File: config.mk
export PLATFORM = sky130hd
export DESIGN_NAME = mem_port_arbiter
export DESIGN_NICKNAME = d
export VERILOG_FILES = /design/src/rtl/mem_port_arbiter.sv
export SDC_FILE = /design/constraint.sdc
export NUM_CORES = 1
export LEC_CHECK = 0
export BUFFER_PORTS_ARGS = -buffer_cell sky130_fd_sc_hd__clkbuf_2
export CAP_MARGIN = 20
export CELL_PAD_IN_SITES_DETAIL_PLACEMENT = 0
export CELL_PAD_IN_SITES_GLOBAL_PLACEMENT = 1
export CORE_AREA = 2 2 108 110
export CTS_CLUSTER_DIAMETER = 50
export DETAILED_ROUTE_END_ITERATION = 12
export DIE_AREA = 0 0 110 112
export GPL_TIMING_DRIVEN = 0
export PLACE_DENSITY = 0.76
export REMOVE_ABC_BUFFERS = 1
export SLEW_MARGIN = 0
export SYNTH_ARGS = -nofsm -noshare
export SYNTH_HDL_FRONTEND = slang
export SYNTH_SLANG_ARGS = --single-unit
export TNS_END_PERCENT = 1
File: constraint.sdc
create_clock -name clk -period 1.99 [get_ports clk]
set_input_delay 0.2985 -clock clk [delete_from_list [all_inputs] [get_ports clk]]
set_output_delay 0.2985 -clock clk [all_outputs]
set_load 0.05 [all_outputs]
File: src/rtl/mem_port_arbiter.sv
// Arbitrates one fixed-latency single-port memory between instruction fetch and load/store.
// Combinational grant/issue in the issue slot; one transaction outstanding at a time.
module mem_port_arbiter #(
  parameter int AW         = 32,
  parameter int DW         = 32,
  parameter int LAT        = 2,
  parameter int STARVE_MAX = 3
) (
  input  logic            clk,
  input  logic            rst,
  input  logic            if_req,
  input  logic [AW-1:0]   if_addr,
  input  logic            if_kill,
  output logic            if_gnt,
  output logic            if_rvalid,
  output logic [DW-1:0]   if_rdata,
  input  logic            d_req,
  input  logic            d_we,
  input  logic [AW-1:0]   d_addr,
  input  logic [DW-1:0]   d_wdata,
  input  logic [DW/8-1:0] d_be,
  output logic            d_gnt,
  output logic            d_rvalid,
  output logic [DW-1:0]   d_rdata,
  output logic            mem_en,
  output logic            mem_we,
  output logic [AW-1:0]   mem_addr,
  output logic [DW-1:0]   mem_wdata,
  output logic [DW/8-1:0] mem_be,
  input  logic [DW-1:0]   mem_rdata
);

  localparam int CW = (LAT < 1) ? 1 : $clog2(LAT + 1);
  localparam int SW = (STARVE_MAX < 1) ? 1 : $clog2(STARVE_MAX + 1);

  typedef enum logic [1:0] {IDLE, RD_WAIT, WR_ACK} state_t;

  state_t        state, state_nxt;
  logic [CW-1:0] cnt, cnt_nxt;
  logic [SW-1:0] starve, starve_nxt;
  logic          owner_if, owner_if_nxt;
  logic          drop, drop_nxt;
  logic          slot, rsp_rd, pick_if;

  always_ff @(posedge clk) begin
    if (rst) begin
      state    <= IDLE;
      cnt      <= '0;
      starve   <= '0;
      owner_if <= 1'b0;
      drop     <= 1'b0;
    end else begin
      state    <= state_nxt;
      cnt      <= cnt_nxt;
      starve   <= starve_nxt;
      owner_if <= owner_if_nxt;
      drop     <= drop_nxt;
    end
  end

  always_comb begin
    rsp_rd = 1'b0;
    slot   = 1'b0;
    // Everything is gated by rst so a reset cycle shows all-zero outputs.
    if (!rst) begin
      rsp_rd = (state == RD_WAIT) && (cnt == CW'(1));
      slot   = (state == IDLE) || (state == WR_ACK) || rsp_rd;
    end
    pick_if = if_req && (!d_req || (starve == SW'(STARVE_MAX)));
    if_gnt  = slot && pick_if;
    d_gnt   = slot && d_req && !pick_if;

    mem_en    = 1'b0;
    mem_we    = 1'b0;
    mem_addr  = '0;
    mem_wdata = '0;
    mem_be    = '0;
    if (if_gnt) begin
      mem_en   = 1'b1;
      mem_addr = if_addr;
      mem_be   = '1;
    end else if (d_gnt) begin
      mem_en    = 1'b1;
      mem_we    = d_we;
      mem_addr  = d_addr;
      mem_wdata = d_wdata;
      mem_be    = d_be;
    end

    if_rvalid = rsp_rd && owner_if && !drop && !if_kill;
    if_rdata  = if_rvalid ? mem_rdata : '0;
    d_rvalid  = (rsp_rd && !owner_if) || (!rst && (state == WR_ACK));
    d_rdata   = (rsp_rd && !owner_if) ? mem_rdata : '0;

    state_nxt    = state;
    cnt_nxt      = cnt;
    owner_if_nxt = owner_if;
    drop_nxt     = (state == RD_WAIT) && (drop || if_kill);
    if (state == RD_WAIT) cnt_nxt = cnt - CW'(1);
    if (slot) state_nxt = IDLE;
    if (if_gnt || d_gnt) begin
      owner_if_nxt = if_gnt;
      // A kill coinciding with the fetch grant drops that new fetch.
      drop_nxt     = if_gnt && if_kill;
      if (d_gnt && d_we) begin
        state_nxt = WR_ACK;
        cnt_nxt   = '0;
      end else begin
        state_nxt = RD_WAIT;
        cnt_nxt   = CW'(LAT);
      end
    end

    starve_nxt = starve;
    if (!if_req || if_gnt) starve_nxt = '0;
    else if (d_gnt && (starve != SW'(STARVE_MAX))) starve_nxt = starve + SW'(1);
  end

endmodule

# [Word-level counts from Yosys, hierarchy flattened]
# Index checks and enable logic that the tools add are counted.
# Widths: inputs -> output; s select.
[word_totals] ram_bits=0 n_memories=0 ff_bits=8 word_cells=65 output_inout_bits=138 input_bits=138 latchBits=0 rom_bits=0
[op_classes] n_reduce_logical=32 n_mux=21 addsub=2 bitwise=0 n_div=0 n_eq_ne=5 n_lt_le_gt_ge=0 multipliers=0 n_shift=0
[ops] op="$mux 32" n=6
[ops] op="$logic_and 1x1->1" n=14
[ops] op="$mux 2" n=6
[ops] op="$mux 4" n=2
[ops] op="$logic_not 1->1" n=7
[ops] op="$logic_or 1x1->1" n=7
[ops] op="$mux 1" n=7
[ops] op="$eq 2x1->1 const B" n=2
[ops] op="$eq 2x2->1 const B" n=2
[ops] op="$reduce_bool 2->1" n=2
[ops] op="$add 2x1->2 const B" n=1
[ops] op="$logic_not 2->1" n=1
[ops] op="$ne 2x2->1 const B" n=1
[ops] op="$reduce_or 2->1" n=1
[ops] op="$sub 2x1->2 const B" n=1

# [Longest topological paths before layout]
# Gate-level depths: netlist of the first run.
[depth] ltp_word=9 depth_mapped=7 depth_no_buf=6

# [Least setup slack after synthesis of the first run]
# Ideal clock, no wire load.
[synth_timing] path_type="register to output" from="register cnt[0]" to="output mem_be[0]" stages_incl_launch_ff=6 n_path_buf=0 arrival_ns=2.249 path_slack_ns=-0.558 required_time_ns=1.691 path_cell_list="dfxtp_1 -> ha_1 -> nand2b_4 -> a21oi_1 -> nor2b_1 -> o21a_1"
[synth_via] elab_chain_cells=8 word_cells_on_any_way=9
[synth_lines] element="from (decl)" line_no="39" source="logic [CW-1:0] cnt, cnt_nxt;"
[synth_lines] element="from (signal assigned)" line_no="54" source="cnt <= cnt_nxt;"
[synth_lines] element="$eq 2x1->1 (*)" line_no="66" source="rsp_rd = (state == RD_WAIT) && (cnt == CW'(1));"
[synth_lines] element="$logic_and 1x1->1 (*)" line_no="66"
[synth_lines] element="$logic_or 1x1->1 (*)" line_no="67" source="slot = (state == IDLE) || (state == WR_ACK) || rsp_rd;"
[synth_lines] element="$mux 1 (*)" line_no="65" source="if (!rst) begin"
[synth_lines] element="$logic_and 1x1->1 (2 in series)" line_no="71" source="d_gnt = slot && d_req && !pick_if;"
[synth_lines] element="$mux 4" line_no="82" source="end else if (d_gnt) begin"
[synth_lines] element="$mux 4 (*)" line_no="78" source="if (if_gnt) begin"
[synth_lines] element="to (decl)" line_no="29" source="output logic [DW/8-1:0] mem_be,"
# Every way passes the cells marked *; elsewhere a longest branch is shown, timed or not.

# [Worst setup path in the final report of the first run]
[layout_timing] from="register cnt[1]" to="output mem_wdata[28]"
[layout_via] elab_chain_cells=8 word_cells_on_any_way=9
[layout_lines] element="$eq 2x1->1 (*)" line_no="66"
[layout_lines] element="$logic_and 1x1->1 (*)" line_no="66"
[layout_lines] element="$logic_or 1x1->1 (*)" line_no="67"
[layout_lines] element="$mux 1 (*)" line_no="65"
[layout_lines] element="$logic_and 1x1->1 (2 in series)" line_no="71"
[layout_lines] element="$mux 32" line_no="82"
[layout_lines] element="$mux 32 (*)" line_no="78"
[layout_lines] element="to (decl)" line_no="28" source="output logic [DW-1:0] mem_wdata,"
# Marks and branches as above.

==> results of run 1 <==
worst register-to-register path, delay by kind of cell, from the launching register on:
family,cells,cell delay [ns]
buffers and inverters,3,0.38
adder cells (fa/ha/maj),1,0.15
AND/OR/NAND/NOR,1,0.08
AO/OA/AOI/OAI,2,0.64
flip-flops,1,0.30
multiplexers,1,0.08
cells by family after synthesis:
kind of cell | after synthesis | synth area share, %
muxes | 1 | 0.651
and+or+nand+nor | 125 | 51.3
buffers and inverters | 20 | 8.46
adders and majority gates | 2 | 1.63
DFF | 8 | 10.4
AOI/OAI and AO/OA | 48 | 26.9
xor gates and xnor gates | 1 | 0.570
metal layers:
metal	global-route usage, %	wire, µm	vias to the layer above
met1	14.7	3620	1270
met4	2.53	104	0
met5	0	0	-
met3	1.93	940	8
li1	-	-	1279
met2	29.9	5750	168
placed cells by master, fill, tap and decap left out, drive strengths merged:
cell type  instances
a22o              32
a21oi              5
nand2b             5
a21o               1
diode              1
bufbuf             1
ha                 2
a211oi             1
nor2               7
xnor2              1
clkbuf           168
and2              97
nor4b              2
nor2b              6
a221oi             1
nor3               1
nand3              3
nand2              4
mux2i              1
a211o              1
dfxtp              8
o21bai             1
inv                1
o22a               1
nor3b              1
a22oi              1
buf              135
o21a               4
state kept, by name, summed over array words and instances (netlist names):
register,cells
owner_if,1
cnt,2
state,2
drop,1
starve,2
repair_timing:
action                     CTS  global route
setup buffers               12             5
cloned                       5             1
gates resized for setup    311           214
pin swaps                   28            70
setup endpoints to repair  138           138
power by group:
group	switching [mW]	leakage (nW)	total [mW]	internal, mW
sequential	0.0180	0.0669	0.190	0.172
clock	0.0780	0.0370	0.337	0.259
combinational	0.542	2.54	1.05	0.504
stage by stage:
step,util [%],setup WS [ns],setup TNS (ns),hold WS (ns)
2_1_floorplan,-,-1.51,-132.67,0.368
3_3_place_gp,26.5,-1.61,-153.60,0.459
3_5_place_dp,27.1,-0.867,-61.23,0.483
4_1_cts,42.5,-0.305,-23.29,0.387
5_1_grt,47.2,-0.329,-27.44,0.428
6_report,47.2,-0.268,-17.87,0.410
area by class of cell:
cell class	count	area, µm²
Clock buffer	3	75.1
Inverter	1	3.75
Sequential cell	8	168
Timing Repair Buffer	301	3220
Antenna cell	1	2.50
Fill cell	979	5900
Tap cell	143	179
Multi-Input combinational cell	178	1620
worst paths after layout:
kind	start	end
worst max-delay path	cnt[1]	mem_wdata[28]
worst min-delay path	d_we	state[1]
worst max register to register	cnt[1]	cnt[1]
worst min register to register	starve[1]	starve[1]
==> results.json, run 1 <==
{
  "drt_first_iter_violations": 131,
  "path_cells": "inv_2 > ha_4 > nand2b_4 > a221oi_4 > buf_12 > buf_12 > clkbuf_16 > and2_1 > buf_8",
  "dpl-instance-area_um2": 3030,
  "clkLatencyLatePin_ns": 0.23,
  "wl_per_cell_um": 16.4,
  "status": "complete, but fails checks",
  "peakVddDrop_mv": 0.261,
  "critPathRequiredTime_ns": 1.69,
  "drv_cap": 0,
  "final_min_period_over_clock_period_pct": 113,
  "min_period_ns": 2.26,
  "worstSetupPathDepth": 9,
  "crit_buf_inv": 5,
  "worst_setup_path_end_kind": "output pin",
  "critPathMaxFanout": 8,
  "worst_slack_ns": -0.268,
  "hp-class": "primary input to flip-flop",
  "critPathSlowestCell": "a221oi_4",
  "ant_nets": 0,
  "antenna_found_initial": 1,
  "ys_seq_area_share_pct": 10.4,
  "yosysMostFrequentCell": "and2_1",
  "synth_cells": 205,
  "worstMarginPinSlew_ns": 0.387,
  "syn_area_um2": 1540,
  "start_kind": "flip-flop",
  "fp-row-count": 39,
  "synth_cell_types": 30,
  "drive_gt1_share_pct": 83.9,
  "finalSetupViolations": 127,
  "yosys.area.top_type_share_pct": 39.5,
  "relSlewSlack_pct": 74.2,
  "hold_depth": 3,
  "worstSetupPathType": "flip-flop to output pin",
  "finalHoldViolations": 0,
  "place.gp.congestion": 0.816,
  "slew_violations": 0,
  "reg2reg_slack_ns": 0.26,
  "reg2reg_depth": 8,
  "final_cells": 635,
  "cts.hold.buffers_added": 0,
  "initial_core_util_pct": 13.8,
  "wl_mm": 10.4,
  "cts_buffer_depth": 2,
  "port_buffers": 275,
  "cts_root_buf": "clkbuf_16",
  "netlist_top_cells_area": "and2_1 39%, a22o_1 18%, dfxtp_1 10%",
  "via_count": 2725,
  "p_leak_nw": 2.64,
  "path_clk_slew_ns": 0.04,
  "die-height_um": 112,
  "grt_max_degree": 28,
  "dr.pass1.iters": 4,
  "place.detailed.hpwl_mm": 7.18,
  "cp.arrival_ns": 1.96,
  "cts_tree": "built",
  "cts_inserted_buffers": 3,
  "nNetsFinal": 633,
  "cpMostUsedCell": "buf_12",
  "synthArstFlopShare_pct": 0,
  "synth-main-ff-cell": "dfxtp_1",
  "synth_area_leader_cell": "and2_1",
  "placed_cells": 608,
  "fp.dieW_um": 110,
  "viasPerCell": 4.29,
  "power_mw": 1.57,
  "cp_top_family": "buffers and inverters",
  "clock.fmax_ghz": 0.443,
  "rsz0062_at_grt": "yes",
  "violations": "negative setup slack",
  "synth-edff-count": 0,
  "power.density_nw_per_um2": 298,
  "syn_avg_cell_area_um2": 7.50,
  "ys_ff_latch": 8,
  "clock_skew_ns": 0.000432,
  "ys_warn_count": 0,
  "grt_pass1_vias": 2645,
  "netlist_top_cells_count": "97 x and2_1, 32 x a22o_1, 8 x dfxtp_1",
  "cts_max_level": 1,
  "area_delta_synth_final_pct": 243,
  "dieArea_um2": 12300,
  "grt_use_total_pct": 14.4,
  "final_area_um2": 5280,
  "cts.sinks": 8,
  "cpPeakStageDelay_ns": 0.38,
  "io_pins": 276,
  "grt_first_pass_wirelength_mm": 13.8,
  "drc": 0,
  "core-area_um2": 11200,
  "grt-ovfl-total": 0
}
(Power assumes the default switching activity.)
==> run 2, diff against run 1 <==
Settings changed: CORE_AREA 2 2 108 110 to default, CORE_MARGIN from default to 5, CORE_UTILIZATION from default to 14, DIE_AREA 0 0 110 112 to default, PLACE_DENSITY 0.76 to 0.8.
Clock period 1.99 ns to 1.91 ns, I/O delays scaled along.
==> run 2 against run 1 <==
Against the previous run: the flow still finishes with violations (negative setup slack); clock power is 39% lower; sequential power is 5% higher; count of clock-buffer cells in the layout is the same; via count increased by 0.44%; first-iteration DRC count fell by 14%; global-route usage increased by 0.45 points; sequential cell count stayed put; sequential share of layout area barely moved; die area rose by 7.0%; combinational power is 5% higher.
==> results.json, run 2 (same netlist as run 1, synthesis figures left out) <==
{
  "violations": "negative setup slack",
  "reg2reg_depth": 8,
  "insertedDiodeCount": 0,
  "finalSetupViolations": 136,
  "grt_pass1_vias": 2838,
  "final_min_period_over_clock_period_pct": 114,
  "endpoint": "mem_addr[27]",
  "core-area_um2": 10800,
  "start_kind": "flip-flop",
  "power.density_nw_per_um2": 286,
  "viasPerCell": 4.31,
  "io_pins": 276,
  "clkLatencyLatePin_ns": 0.23,
  "cts_max_level": 1,
  "swShare_pct": 44.2,
  "critPathMaxFanout": 7,
  "die-height_um": 115,
  "comb_power_share_pct": 73.0,
  "worst_setup_path_end_kind": "output pin",
  "clock.fmax_ghz": 0.457,
  "power_frac_clock_pct": 13.7,
  "cpMostUsedCell": "buf_6",
  "cts.sinks": 8,
  "status": "complete, but fails checks",
  "relSlewSlack_pct": 78.9,
  "drive_gt1_share_pct": 82.6,
  "initial_core_util_pct": 14.2,
  "reg2reg_slack_ns": 0.30,
  "rsz0062_at_grt": "yes",
  "cts_buffer_depth": 2,
  "fp.dieW_um": 115,
  "grt-ovfl-total": 0,
  "switchingPower_mw": 0.665,
  "final_common_cell": "clkbuf_2",
  "fin_hold_ws_ns": 0.397,
  "cp.arrival_ns": 1.90,
  "hp-class": "primary input to flip-flop",
  "dieArea_um2": 13200,
  "slew_violations": 0,
  "grt_use_total_pct": 14.8,
  "cts_inserted_buffers": 3,
  "antenna_found_initial": 0,
  "reg_top3": "cnt x2, starve x2, state x2",
  "final_cell_mix": "137 x clkbuf_2, 90 x buf_8, 65 x and2_4",
  "p_int_mw": 0.839,
  "drc": 0,
  "cts_root_buf": "clkbuf_8",
  "ant_nets": 0,
  "place.gp.congestion": 0.842,
  "cts.hold.buffers_added": 0,
  "critPathSlowestCell": "dfxtp_1",
  "worstMarginPinSlew_ns": 0.315,
  "min_period_ns": 2.19,
  "seq_power_share_pct": 13.2,
  "grt_max_degree": 29,
  "path_cells": "inv_2 > ha_4 > nand2b_4 > buf_6 > a211oi_4 > buf_6 > clkbuf_16 > a22o_1 > buf_8",
  "wl_mm": 11.7,
  "finalHoldViolations": 0,
  "timing.rr.end": "cnt[1]",
  "wl_per_cell_um": 18.4,
  "p_leak_nw": 2.65,
  "r2r_start": "cnt[1]",
  "cts_tree": "built",
  "via_count": 2737,
  "placed_cells": 605,
  "fp-row-count": 38,
  "drt_first_iter_violations": 113,
  "final_cells": 635,
  "peakVddDrop_mv": 0.194,
  "path_clk_slew_ns": 0.04,
  "power_mw": 1.50,
  "clock_skew_ns": 0.000521,
  "critPathLaunch": "cnt[1]",
  "area_delta_synth_final_pct": 241,
  "drv_cap": 0,
  "critPathRequiredTime_ns": 1.62,
  "tns_ns": -24.74,
  "grt_first_pass_wirelength_mm": 15.4,
  "worst_slack_ns": -0.276,
  "place.detailed.hpwl_mm": 8.21,
  "dr.pass1.iters": 5,
  "cpPeakStageDelay_ns": 0.30,
  "port_buffers": 275,
  "nNetsFinal": 637,
  "worstSetupPathType": "flip-flop to output pin"
}
[run 2: cell types whose count changed in the layout (fill, tap and decap cells not counted), moves of 2 or more]
| cell | previous run | this run |
|---|---|---|
| clkbuf_8 | 10 | 34 |
| and2_4 | 82 | 65 |
| clkbuf_16 | 19 | 11 |
| a22o_1 | 20 | 10 |
| buf_8 | 101 | 90 |
| a22o_4 | 12 | 22 |
| buf_6 | 12 | 10 |
| and2_1 | 15 | 32 |
[run 2: what timing repair did]
item | CTS | global route
buffers inserted | 17 | 5
gates resized for setup | 306 | 194
setup endpoints to repair | 138 | 138
pin swaps | 23 | 63
gates cloned | 4 | 3
[run 2: worst min path at each step]
stage,start,slack (ns),to,cells past startpoint
finish,d_we,0.40,state[1],3
global route,d_we,0.44,state[1],3
CTS,d_we,0.37,state[1],3
detailed placement,starve[1],0.47,starve[1],2
global placement,starve[1],0.46,starve[1],2
floorplan,rst,0.36,state[0],1
[run 2: through the flow]
stage	setup slack (ns)	area (µm²)	util (%)
floorplan	-1.58	1410	-
global placement	-1.59	2960	27.5
detailed placement	-0.946	3040	28.1
CTS	-0.348	4670	43.3
global route	-0.352	5250	48.6
finish	-0.276	5250	48.6
[run 2: routing by layer]
layer  vias to the layer above  global-route usage, %  part of all wire, %
li1                       1280                      -                    -
met1                      1244                   15.2                   34
met2                       199                   29.1                   53
met3                        14                   4.68                   11
met4                         0                   3.29                  2.1
met5                         -                      0                    0
[run 2: layout make-up]
class                           instances  area [µm²]
Timing Repair Buffer                  305        3190
Inverter                                1        3.75
Fill cell                             928        5540
Sequential cell                         8         165
Tap cell                              140         175
Multi-Input combinational cell        178        1670
Clock buffer                            3        41.3
[run 2: critical path, delay by kind of cell, from the launching register on]
family / cells / cell delay [ns]
buffers and inverters: 5 / 0.71
AND/OR/NAND/NOR: 1 / 0.07
flip-flops: 1 / 0.30
adder cells (fa/ha/maj): 1 / 0.14
AO/OA/AOI/OAI: 2 / 0.43
[run 2: power groups by stage]
stage	combinational (mW)	sequential [mW]	clock, mW
after detailed placement	0.733	0.195	0
final	1.10	0.199	0.207
after global placement	0.708	0.194	0
after global routing	1.15	0.201	0.227
after floorplan	0.447	0.192	0
after CTS	0.961	0.198	0.213
